[config.mk]
export PLATFORM = sky130hd
export DESIGN_NAME = multicycle_control
export DESIGN_NICKNAME = d
export VERILOG_FILES = /design/src/rtl/riscv_ctrl_pkg.sv /design/src/rtl/mc_output_decode.sv /design/src/rtl/multicycle_control.sv
export SDC_FILE = /design/constraint.sdc
export NUM_CORES = 1
export LEC_CHECK = 0
export ABC_AREA = 1
export BUFFER_PORTS_ARGS = -buffer_cell sky130_fd_sc_hd__buf_2
export CAP_MARGIN = 10
export CORE_ASPECT_RATIO = 1.75
export CORE_UTILIZATION = 30
export DETAILED_ROUTE_END_ITERATION = 6
export GPL_TIMING_DRIVEN = 0
export PLACE_DENSITY_LB_ADDON = 0.2
export SYNTH_ARGS = -nofsm -noshare
export SYNTH_HDL_FRONTEND = slang
export SYNTH_SLANG_ARGS = --single-unit
[constraint.sdc]
create_clock -name clk -period 4.8 [get_ports clk]
set_clock_uncertainty 0.2 [all_clocks]
set_input_delay 0.24 -clock clk [delete_from_list [all_inputs] [get_ports clk]]
set_output_delay 0.24 -clock clk [all_outputs]
set_load 0.005 [all_outputs]
[src/rtl/riscv_ctrl_pkg.sv]
// Shared encodings for the multicycle RV32 control path: FSM states, opcodes,
// ALU op codes and datapath mux selects, plus the packed control vector.
package riscv_ctrl_pkg;

  typedef enum logic [3:0] {
    S_FETCH,
    S_DECODE,
    S_MEMADR,
    S_MEMREAD,
    S_MEMWB,
    S_MEMWRITE,
    S_EXECR,
    S_EXECI,
    S_ALUWB,
    S_BEQ,
    S_TRAP
  } state_t;

  localparam logic [6:0] OP_RTYPE  = 7'b0110011;
  localparam logic [6:0] OP_ITYPE  = 7'b0010011;
  localparam logic [6:0] OP_LOAD   = 7'b0000011;
  localparam logic [6:0] OP_STORE  = 7'b0100011;
  localparam logic [6:0] OP_BRANCH = 7'b1100011;

  localparam logic [6:0] F7_BASE = 7'b0000000;
  localparam logic [6:0] F7_ALT  = 7'b0100000;
  localparam logic [2:0] F3_ADDI = 3'b000;
  localparam logic [2:0] F3_WORD = 3'b010;
  localparam logic [2:0] F3_BEQ  = 3'b000;

  localparam logic [1:0] ALUOP_ADD  = 2'b00;
  localparam logic [1:0] ALUOP_SUB  = 2'b01;
  localparam logic [1:0] ALUOP_FUNC = 2'b10;

  localparam logic [1:0] RES_ALUOUT = 2'b00;
  localparam logic [1:0] RES_DATA   = 2'b01;
  localparam logic [1:0] RES_ALU    = 2'b10;

  localparam logic [1:0] SRCA_PC    = 2'b00;
  localparam logic [1:0] SRCA_OLDPC = 2'b01;
  localparam logic [1:0] SRCA_REGA  = 2'b10;

  localparam logic [1:0] SRCB_REGB = 2'b00;
  localparam logic [1:0] SRCB_IMM  = 2'b01;
  localparam logic [1:0] SRCB_FOUR = 2'b10;

  typedef struct packed {
    logic       pc_write;
    logic       ir_write;
    logic       adr_src;
    logic       mem_read;
    logic       mem_write;
    logic       reg_write;
    logic [1:0] result_src;
    logic [1:0] alu_src_a;
    logic [1:0] alu_src_b;
    logic [1:0] aluop;
    logic       illegal;
  } ctrl_t;

endpackage

[src/rtl/mc_output_decode.sv]
// Combinational state -> control-vector decode. Only pc_write/ir_write look
// at live inputs (mem_ready in FETCH, zero in BEQ); everything else is Moore.
module mc_output_decode
  import riscv_ctrl_pkg::*;
(
  input  state_t state,
  input  logic   mem_ready,
  input  logic   zero,
  output ctrl_t  ctrl
);

  always_comb begin
    ctrl = '0;
    case (state)
      S_FETCH: begin
        ctrl.mem_read   = 1'b1;
        ctrl.adr_src    = 1'b0;
        ctrl.alu_src_a  = SRCA_PC;
        ctrl.alu_src_b  = SRCB_FOUR;
        ctrl.aluop      = ALUOP_ADD;
        ctrl.result_src = RES_ALU;
        ctrl.ir_write   = mem_ready;
        ctrl.pc_write   = mem_ready;
      end
      S_DECODE: begin
        ctrl.alu_src_a = SRCA_OLDPC;
        ctrl.alu_src_b = SRCB_IMM;
        ctrl.aluop     = ALUOP_ADD;
      end
      S_MEMADR, S_EXECI: begin
        ctrl.alu_src_a = SRCA_REGA;
        ctrl.alu_src_b = SRCB_IMM;
        ctrl.aluop     = ALUOP_ADD;
      end
      S_MEMREAD: begin
        ctrl.adr_src    = 1'b1;
        ctrl.mem_read   = 1'b1;
        ctrl.result_src = RES_ALUOUT;
      end
      S_MEMWB: begin
        ctrl.result_src = RES_DATA;
        ctrl.reg_write  = 1'b1;
      end
      S_MEMWRITE: begin
        ctrl.adr_src    = 1'b1;
        ctrl.mem_write  = 1'b1;
        ctrl.result_src = RES_ALUOUT;
      end
      S_EXECR: begin
        ctrl.alu_src_a = SRCA_REGA;
        ctrl.alu_src_b = SRCB_REGB;
        ctrl.aluop     = ALUOP_FUNC;
      end
      S_ALUWB: begin
        ctrl.result_src = RES_ALUOUT;
        ctrl.reg_write  = 1'b1;
      end
      S_BEQ: begin
        ctrl.alu_src_a  = SRCA_REGA;
        ctrl.alu_src_b  = SRCB_REGB;
        ctrl.aluop      = ALUOP_SUB;
        ctrl.result_src = RES_ALUOUT;
        ctrl.pc_write   = zero;
      end
      S_TRAP: begin
        ctrl.illegal = 1'b1;
      end
      default: ctrl = '0;
    endcase
  end

endmodule

[src/rtl/multicycle_control.sv]
// Main control FSM of the multicycle RV32 core: next-state sequencing,
// retired-instruction counter, and the control-vector decode instance.
module multicycle_control
  import riscv_ctrl_pkg::*;
#(
  parameter int CNT_W = 32
) (
  input  logic             clk,
  input  logic             rst_n,
  input  logic [6:0]       opcode,
  input  logic [2:0]       func3,
  input  logic [6:0]       func7,
  input  logic             zero,
  input  logic             mem_ready,
  output logic             pc_write,
  output logic             ir_write,
  output logic             adr_src,
  output logic             mem_read,
  output logic             mem_write,
  output logic             reg_write,
  output logic [1:0]       result_src,
  output logic [1:0]       alu_src_a,
  output logic [1:0]       alu_src_b,
  output logic [1:0]       aluop,
  output logic             illegal,
  output logic [CNT_W-1:0] instret
);

  state_t state, state_next;
  logic   retire;
  ctrl_t  ctrl;

  always_ff @(posedge clk) begin
    if (!rst_n) state <= S_FETCH;
    else        state <= state_next;
  end

  always_comb begin
    state_next = state;
    case (state)
      S_FETCH:    if (mem_ready) state_next = S_DECODE;
      S_DECODE: begin
        case (opcode)
          OP_RTYPE:  state_next = (func7 == F7_BASE || func7 == F7_ALT) ? S_EXECR : S_TRAP;
          OP_ITYPE:  state_next = (func3 == F3_ADDI) ? S_EXECI : S_TRAP;
          OP_LOAD,
          OP_STORE:  state_next = (func3 == F3_WORD) ? S_MEMADR : S_TRAP;
          OP_BRANCH: state_next = (func3 == F3_BEQ) ? S_BEQ : S_TRAP;
          default:   state_next = S_TRAP;
        endcase
      end
      S_MEMADR:   state_next = (opcode == OP_LOAD) ? S_MEMREAD : S_MEMWRITE;
      S_MEMREAD:  if (mem_ready) state_next = S_MEMWB;
      S_MEMWB:    state_next = S_FETCH;
      S_MEMWRITE: if (mem_ready) state_next = S_FETCH;
      S_EXECR,
      S_EXECI:    state_next = S_ALUWB;
      S_ALUWB,
      S_BEQ:      state_next = S_FETCH;
      S_TRAP:     state_next = S_TRAP;
      default:    state_next = S_FETCH;
    endcase
  end

  // An instruction retires only on the final hop back to FETCH, so a reset
  // mid-instruction never counts the discarded partial instruction.
  always_comb begin
    retire = 1'b0;
    if (state_next == S_FETCH &&
        (state == S_MEMWB || state == S_MEMWRITE || state == S_ALUWB || state == S_BEQ))
      retire = 1'b1;
  end

  always_ff @(posedge clk) begin
    if (!rst_n)      instret <= '0;
    else if (retire) instret <= instret + CNT_W'(1);
  end

  mc_output_decode u_decode (
    .state     (state),
    .mem_ready (mem_ready),
    .zero      (zero),
    .ctrl      (ctrl)
  );

  assign pc_write   = ctrl.pc_write;
  assign ir_write   = ctrl.ir_write;
  assign adr_src    = ctrl.adr_src;
  assign mem_read   = ctrl.mem_read;
  assign mem_write  = ctrl.mem_write;
  assign reg_write  = ctrl.reg_write;
  assign result_src = ctrl.result_src;
  assign alu_src_a  = ctrl.alu_src_a;
  assign alu_src_b  = ctrl.alu_src_b;
  assign aluop      = ctrl.aluop;
  assign illegal    = ctrl.illegal;

endmodule

==> results of run 1 <==
[flip-flops by register name, summed over array words and instances (netlist names)]
| name | cells |
|---|---|
| instret | 32 |
| state | 4 |
[cells in the mapped netlist]
library cell	number
o311ai_0	1
inv_1	22
o2111ai_1	1
o31ai_1	1
xor2_1	10
clkinv_1	1
nand3b_1	14
nor3_1	2
nand2_2	7
o21ai_1	1
or3_1	1
nor3_2	1
nand3_1	9
a21oi_1	38
inv_2	3
buf_6	6
nor2_1	72
nand4_1	33
nand3_4	1
nand2_1	152
o21ai_0	4
nor2_4	2
clkbuf_1	5
or2_2	1
dfxtp_1	36
nor2_2	5
buf_2	4
xnor2_1	5
ha_1	1
[metrics by stage]
step / std cells / area [um2]
after floorplan: 439 / 2650
after global placement: 622 / 3130
after detailed placement: 622 / 3130
after CTS: 630 / 3310
after global routing: 630 / 3310
final: 630 / 3310
[critical path: cells and delay by family, from the launching register on]
family          cells  cell delay, ns
flops               1            0.45
simple gates        6            0.94
fa+ha+maj           1            0.30
compound gates      1            0.15
buf+inv             1            0.19
[layout make-up]
type / instances / area (um2)
Fill cell: 968 / 5300
Multi-Input combinational cell: 362 / 1730
Sequential cell: 36 / 721
Timing Repair Buffer: 66 / 330
Clock buffer: 7 / 153
Tap cell: 117 / 146
Buffer: 15 / 106
Inverter: 26 / 97.6
Clock inverter: 1 / 30.0
[metal layers]
layer	share of wire	GRT usage	wire length (um)
met3	0.036	0.0286	323
met5	0	0	0
met4	0.059	0.136	519
met1	0.36	0.195	3200
met2	0.54	0.379	4820
[power by group through the flow]
| stage | clock network (mW) | logic, mW | registers [mW] |
|---|---|---|---|
| 6_report | 0.404 | 0.186 | 0.309 |
| 5_1_grt | 0.429 | 0.205 | 0.310 |
| 4_1_cts | 0.412 | 0.187 | 0.309 |
| 3_5_place_dp | 0 | 0.186 | 0.315 |
| 3_3_place_gp | 0 | 0.184 | 0.315 |
| 2_1_floorplan | 0 | 0.125 | 0.314 |
[how the worst min path moves through the flow]
stage	start	end	slack [ns]
after floorplan	rst_n	instret[18]	0.24
after global placement	instret[29]	instret[29]	0.28
after detailed placement	instret[31]	instret[31]	0.30
after CTS	rst_n	instret[31]	0.14
after global routing	rst_n	instret[31]	0.14
final	rst_n	state[3]	0.13
[logic make-up (layout without fill, tap and decap cells)]
logic type      after synthesis  after routing  share of synthesized area
fa+ha+maj                     1              1                    0.00471
xor+xnor                     15             15                     0.0495
compound gates               46             46                     0.0905
flops                        36             36                      0.272
buf+inv                      41            115                     0.0768
simple gates                300            300                      0.507
==> results_dict.tcl, run 1 <==
set metrics [dict create \
    cap_violations 0 \
    antenna_found_initial 0 \
    worstMarginPinSlew_ns 0.641 \
    syn-num-nets 461 \
    r2r_slack_ns 2.50 \
    yosysUniqueCellTypes 29 \
    yosys_register_bits 36 \
    rsz0062_at_grt "no" \
    slew-limit-headroom 0.573 \
    cp-endpoint "instret[26]" \
    finalNetCount 534 \
    post-route-period-util 0.479 \
    yosysSeqAreaShare 0.272 \
    critPathMaxFanout 7 \
    cts.path.max_buffers 2 \
    power_mw 0.899 \
    synthTopCellsByArea "dfxtp_1 27%, nand2_1 21%, nor2_1 10%" \
    cts_made_buffers 5 \
    drt_wl_total_um 8860 \
    cp_slowest_cell "dfxtp_1" \
    cp.arrival_ns 2.31 \
    grt_pass1_wl_um 14200 \
    cts_resized 0 \
    pwr-share-seq 0.344 \
    drive_gt1_frac 0.203 \
    fmaxAchievable_ghz 0.435 \
    synth_cells 439 \
    p_clk_frac 0.450 \
    yosysTopAreaCell "dfxtp_1" \
    die_h_um 126 \
    r2r_start "instret[0]" \
    drc 0 \
    firstDrtPassIters 4 \
    hold_depth 3 \
    peakVddDrop_mv 0.198 \
    avgSynthCellArea_um2 6.05 \
    cts_sinks 36 \
    switching_power_mw 0.258 \
    port_buffers 66 \
    hpwl_um 7080 \
    slew_violations 0 \
    intPower_mw 0.641 \
    ctsRootBufferMaster "clkbuf_16" \
    holdBufCountCts 0 \
    tritoncts "yes" \
    ios 68 \
    first_global_vias 2963 \
    layout.cells.most_common "nand2_1" \
    critPathLaunchType "flip-flop" \
    path_class "reg -> reg" \
    via_per_inst 4.86 \
    pre_cts_ws_ns 2.52 \
    drt_iter0_drc 97 \
    vias 3059 \
    min_path_type "in -> reg" \
    grt_max_degree 12 \
    comb_power_share 0.207 \
    hold_violations 0 \
    period_needed_ns 2.30 \
    leakage_nw 1.39 \
    num_rows 45 \
    worstRegToRegCells 9 \
    critPathLaunch "instret[0]" \
    cp-end-kind "flip-flop" \
    antenna_cells 0 \
    fp.dieW_um 73.1 \
    setup_viol 0 \
    postRouteAntennaNets 0 \
    gp_congestion 0.921 \
    initial_core_util 0.308 \
    layout_common_cells "152 x nand2_1, 72 x nor2_1, 70 x buf_2, 38 x a21oi_1, 36 x dfxtp_1" \
    final_core_util 0.385 \
    area_growth_pct 24.8 \
    synthesis.area_um2 2650 \
    swShare 0.287 \
    htreeDepth 2 \
    synth_top_area_share 0.272 \
    track_usage 0.202 \
    cpPeakStageDelay_ns 0.45 \
    tns_ns 0 \
    required_ns 4.81 \
    r2r_end "instret[26]" \
    path_cells "ha_1 > nand3_1 > inv_1 > nand2_1 > nor2_1 > nand3b_1 > nand2_1 > nand4_1 > a21oi_1" \
    gr-total-overflow 0 \
    fp.dieArea_um2 9240 \
    wl_per_cell_um 14.1 \
    status "finished, final reports clean" \
    ys_warn_count 0 \
    clk_latency_ns 0.29 \
    power.density_nw_per_um2 271 \
    crit_top_cell "nand2_1" \
    fin_ws_ns 2.50 \
    core_um2 8610 \
    worst_hold_slack_ns 0.135 \
    clkTransAtPathRegs_ns 0.06 \
    post-cts-setup-buffers 0 \
]
(Power assumes the default switching activity.)
==> run 2, diff against run 1 <==
==> constraint.sdc (replaced) <==
create_clock -name clk -period 2.2 [get_ports clk]
set_clock_uncertainty 0.2 [all_clocks]
set_input_delay 0.11 -clock clk [delete_from_list [all_inputs] [get_ports clk]]
set_output_delay 0.11 -clock clk [all_outputs]
set_load 0.005 [all_outputs]
==> results_dict.tcl, run 2 (synthesis results as in run 1) <==
set metrics [dict create \
    status "finished, final reports clean" \
    grt_pass1_wl_um 14200 \
    regMostFlops "instret" \
    path_class "reg -> reg" \
    drt_iter0_drc 84 \
    postRouteAntennaNets 0 \
    cts_sinks 36 \
    drc 0 \
    clkTransAtPathRegs_ns 0.06 \
    post-route-period-util 0.932 \
    track_usage 0.202 \
    clk_latency_ns 0.29 \
    rsz0062_at_grt "no" \
    port_buffers 66 \
    hold_violations 0 \
    cp-end-kind "flip-flop" \
    period_needed_ns 2.05 \
    wl_met2_um 4830 \
    fmaxAchievable_ghz 0.488 \
    drive_gt1_frac 0.233 \
    critPathMaxFanout 10 \
    finalNetCount 537 \
    power.density_nw_per_um2 592 \
    layout.cells.most_common "nand2_1" \
    fp.dieW_um 73.1 \
    power_mw 1.99 \
    worstMarginPinSlew_ns 0.529 \
    min_path_type "in -> reg" \
    slew_violations 0 \
    top_layer "met4" \
    initial_core_util 0.308 \
    required_ns 2.15 \
    slew-limit-headroom 0.647 \
    die_h_um 126 \
    drt_wl_total_um 8850 \
    critPathLaunchType "flip-flop" \
    cp.arrival_ns 2.00 \
    vias 3065 \
    leakage_nw 1.40 \
    worst_hold_slack_ns 0.00525 \
    largest_reg_flops 32 \
    tritoncts "yes" \
    layout_common_cells "151 x nand2_1, 70 x buf_2, 68 x nor2_1, 37 x a21oi_1, 34 x dfxtp_1" \
    cts.path.max_buffers 2 \
    cap_violations 0 \
    wl_per_cell_um 14.0 \
    ctsRootBufferMaster "clkbuf_16" \
    reg.largest.list "instret x32, state x4" \
    cts_made_buffers 5 \
    antenna_found_initial 0 \
    core_um2 8610 \
    gr-total-overflow 0 \
    peakVddDrop_mv 0.433 \
    fin_ws_ns 0.150 \
    gp_congestion 0.921 \
    ios 68 \
    antenna_cells 0 \
    htreeDepth 2 \
    setup_viol 0 \
    grt_max_degree 12 \
    fp.dieArea_um2 9240 \
    area_growth_pct 26.8 \
    first_global_vias 2967 \
    firstDrtPassIters 4 \
    pre_cts_ws_ns -0.0776 \
    via_per_inst 4.84 \
    num_rows 45 \
    hpwl_um 7080 \
    dr_wl_met3_um 330 \
    m1WireLength_um 3170 \
]
run 2: cell count changes in the layout (fill, tap and decap cells not counted), sizes merged:
cell  previous run  this run
buf             76        79
run 2: where the power goes:
part,internal [mW],switching [mW],total [mW]
Clock,0.597,0.284,0.881
Sequential,0.662,0.0135,0.676
Combinational,0.162,0.272,0.434
run 2: timing repair:
action,in CTS,in global routing
pin swaps,0,1
hold endpoints to repair,0,0
endpoints found under the setup margin,18,31
gates resized for setup,5,12
setup buffers,0,3
cloned,0,0
hold buffers,0,0
run 2: worst max-delay path: stages, from the launching register on:
cell	delay [ns]
dfxtp_1	0.35
nor2_1	0.27
nand3_1	0.22
o21ai_1	0.27
nor2_4	0.05
nand2_2	0.08
nor2_4	0.05
buf_4	0.14
buf_6	0.13
nand4_1	0.07
a21oi_1	0.07
run 2: cell type report:
cell class	instances	area (um2)
fillers	963	5250
repair buffers	69	353
plain buffers	15	109
multi-input cells	362	1750
clock buffers	7	153
clock inverters	1	30.0
inverters	26	97.6
well taps	117	146
flip-flops and latches	36	723
run 2: per-layer routing:
layer,global-route usage,vias to the layer above
met2,0.379,87
met5,0,-
met4,0.136,0
li1,-,1588
met3,0.0286,27
met1,0.195,1363
run 2: stage by stage:
stage | TNS [ns] | util | cells | instance area [um2]
after detailed placement | -0.396 | 0.363 | 622 | 3130
final | 0 | 0.391 | 633 | 3360
after global placement | -0.311 | 0.363 | 622 | 3130
after CTS | 0 | 0.386 | 630 | 3330
after global routing | 0 | 0.391 | 633 | 3360
after floorplan | 0 | - | 439 | 2650
run 2: path summary, 6_finish.rpt:
path / startpoint / endpoint / slack (ns) / cells after the start
max: state[2] / instret[29] / 0.15 / 10
min: rst_n / state[3] / 0.005 / 3
max reg2reg: state[2] / instret[29] / 0.15 / 10
min reg2reg: instret[28] / instret[28] / 0.31 / 2
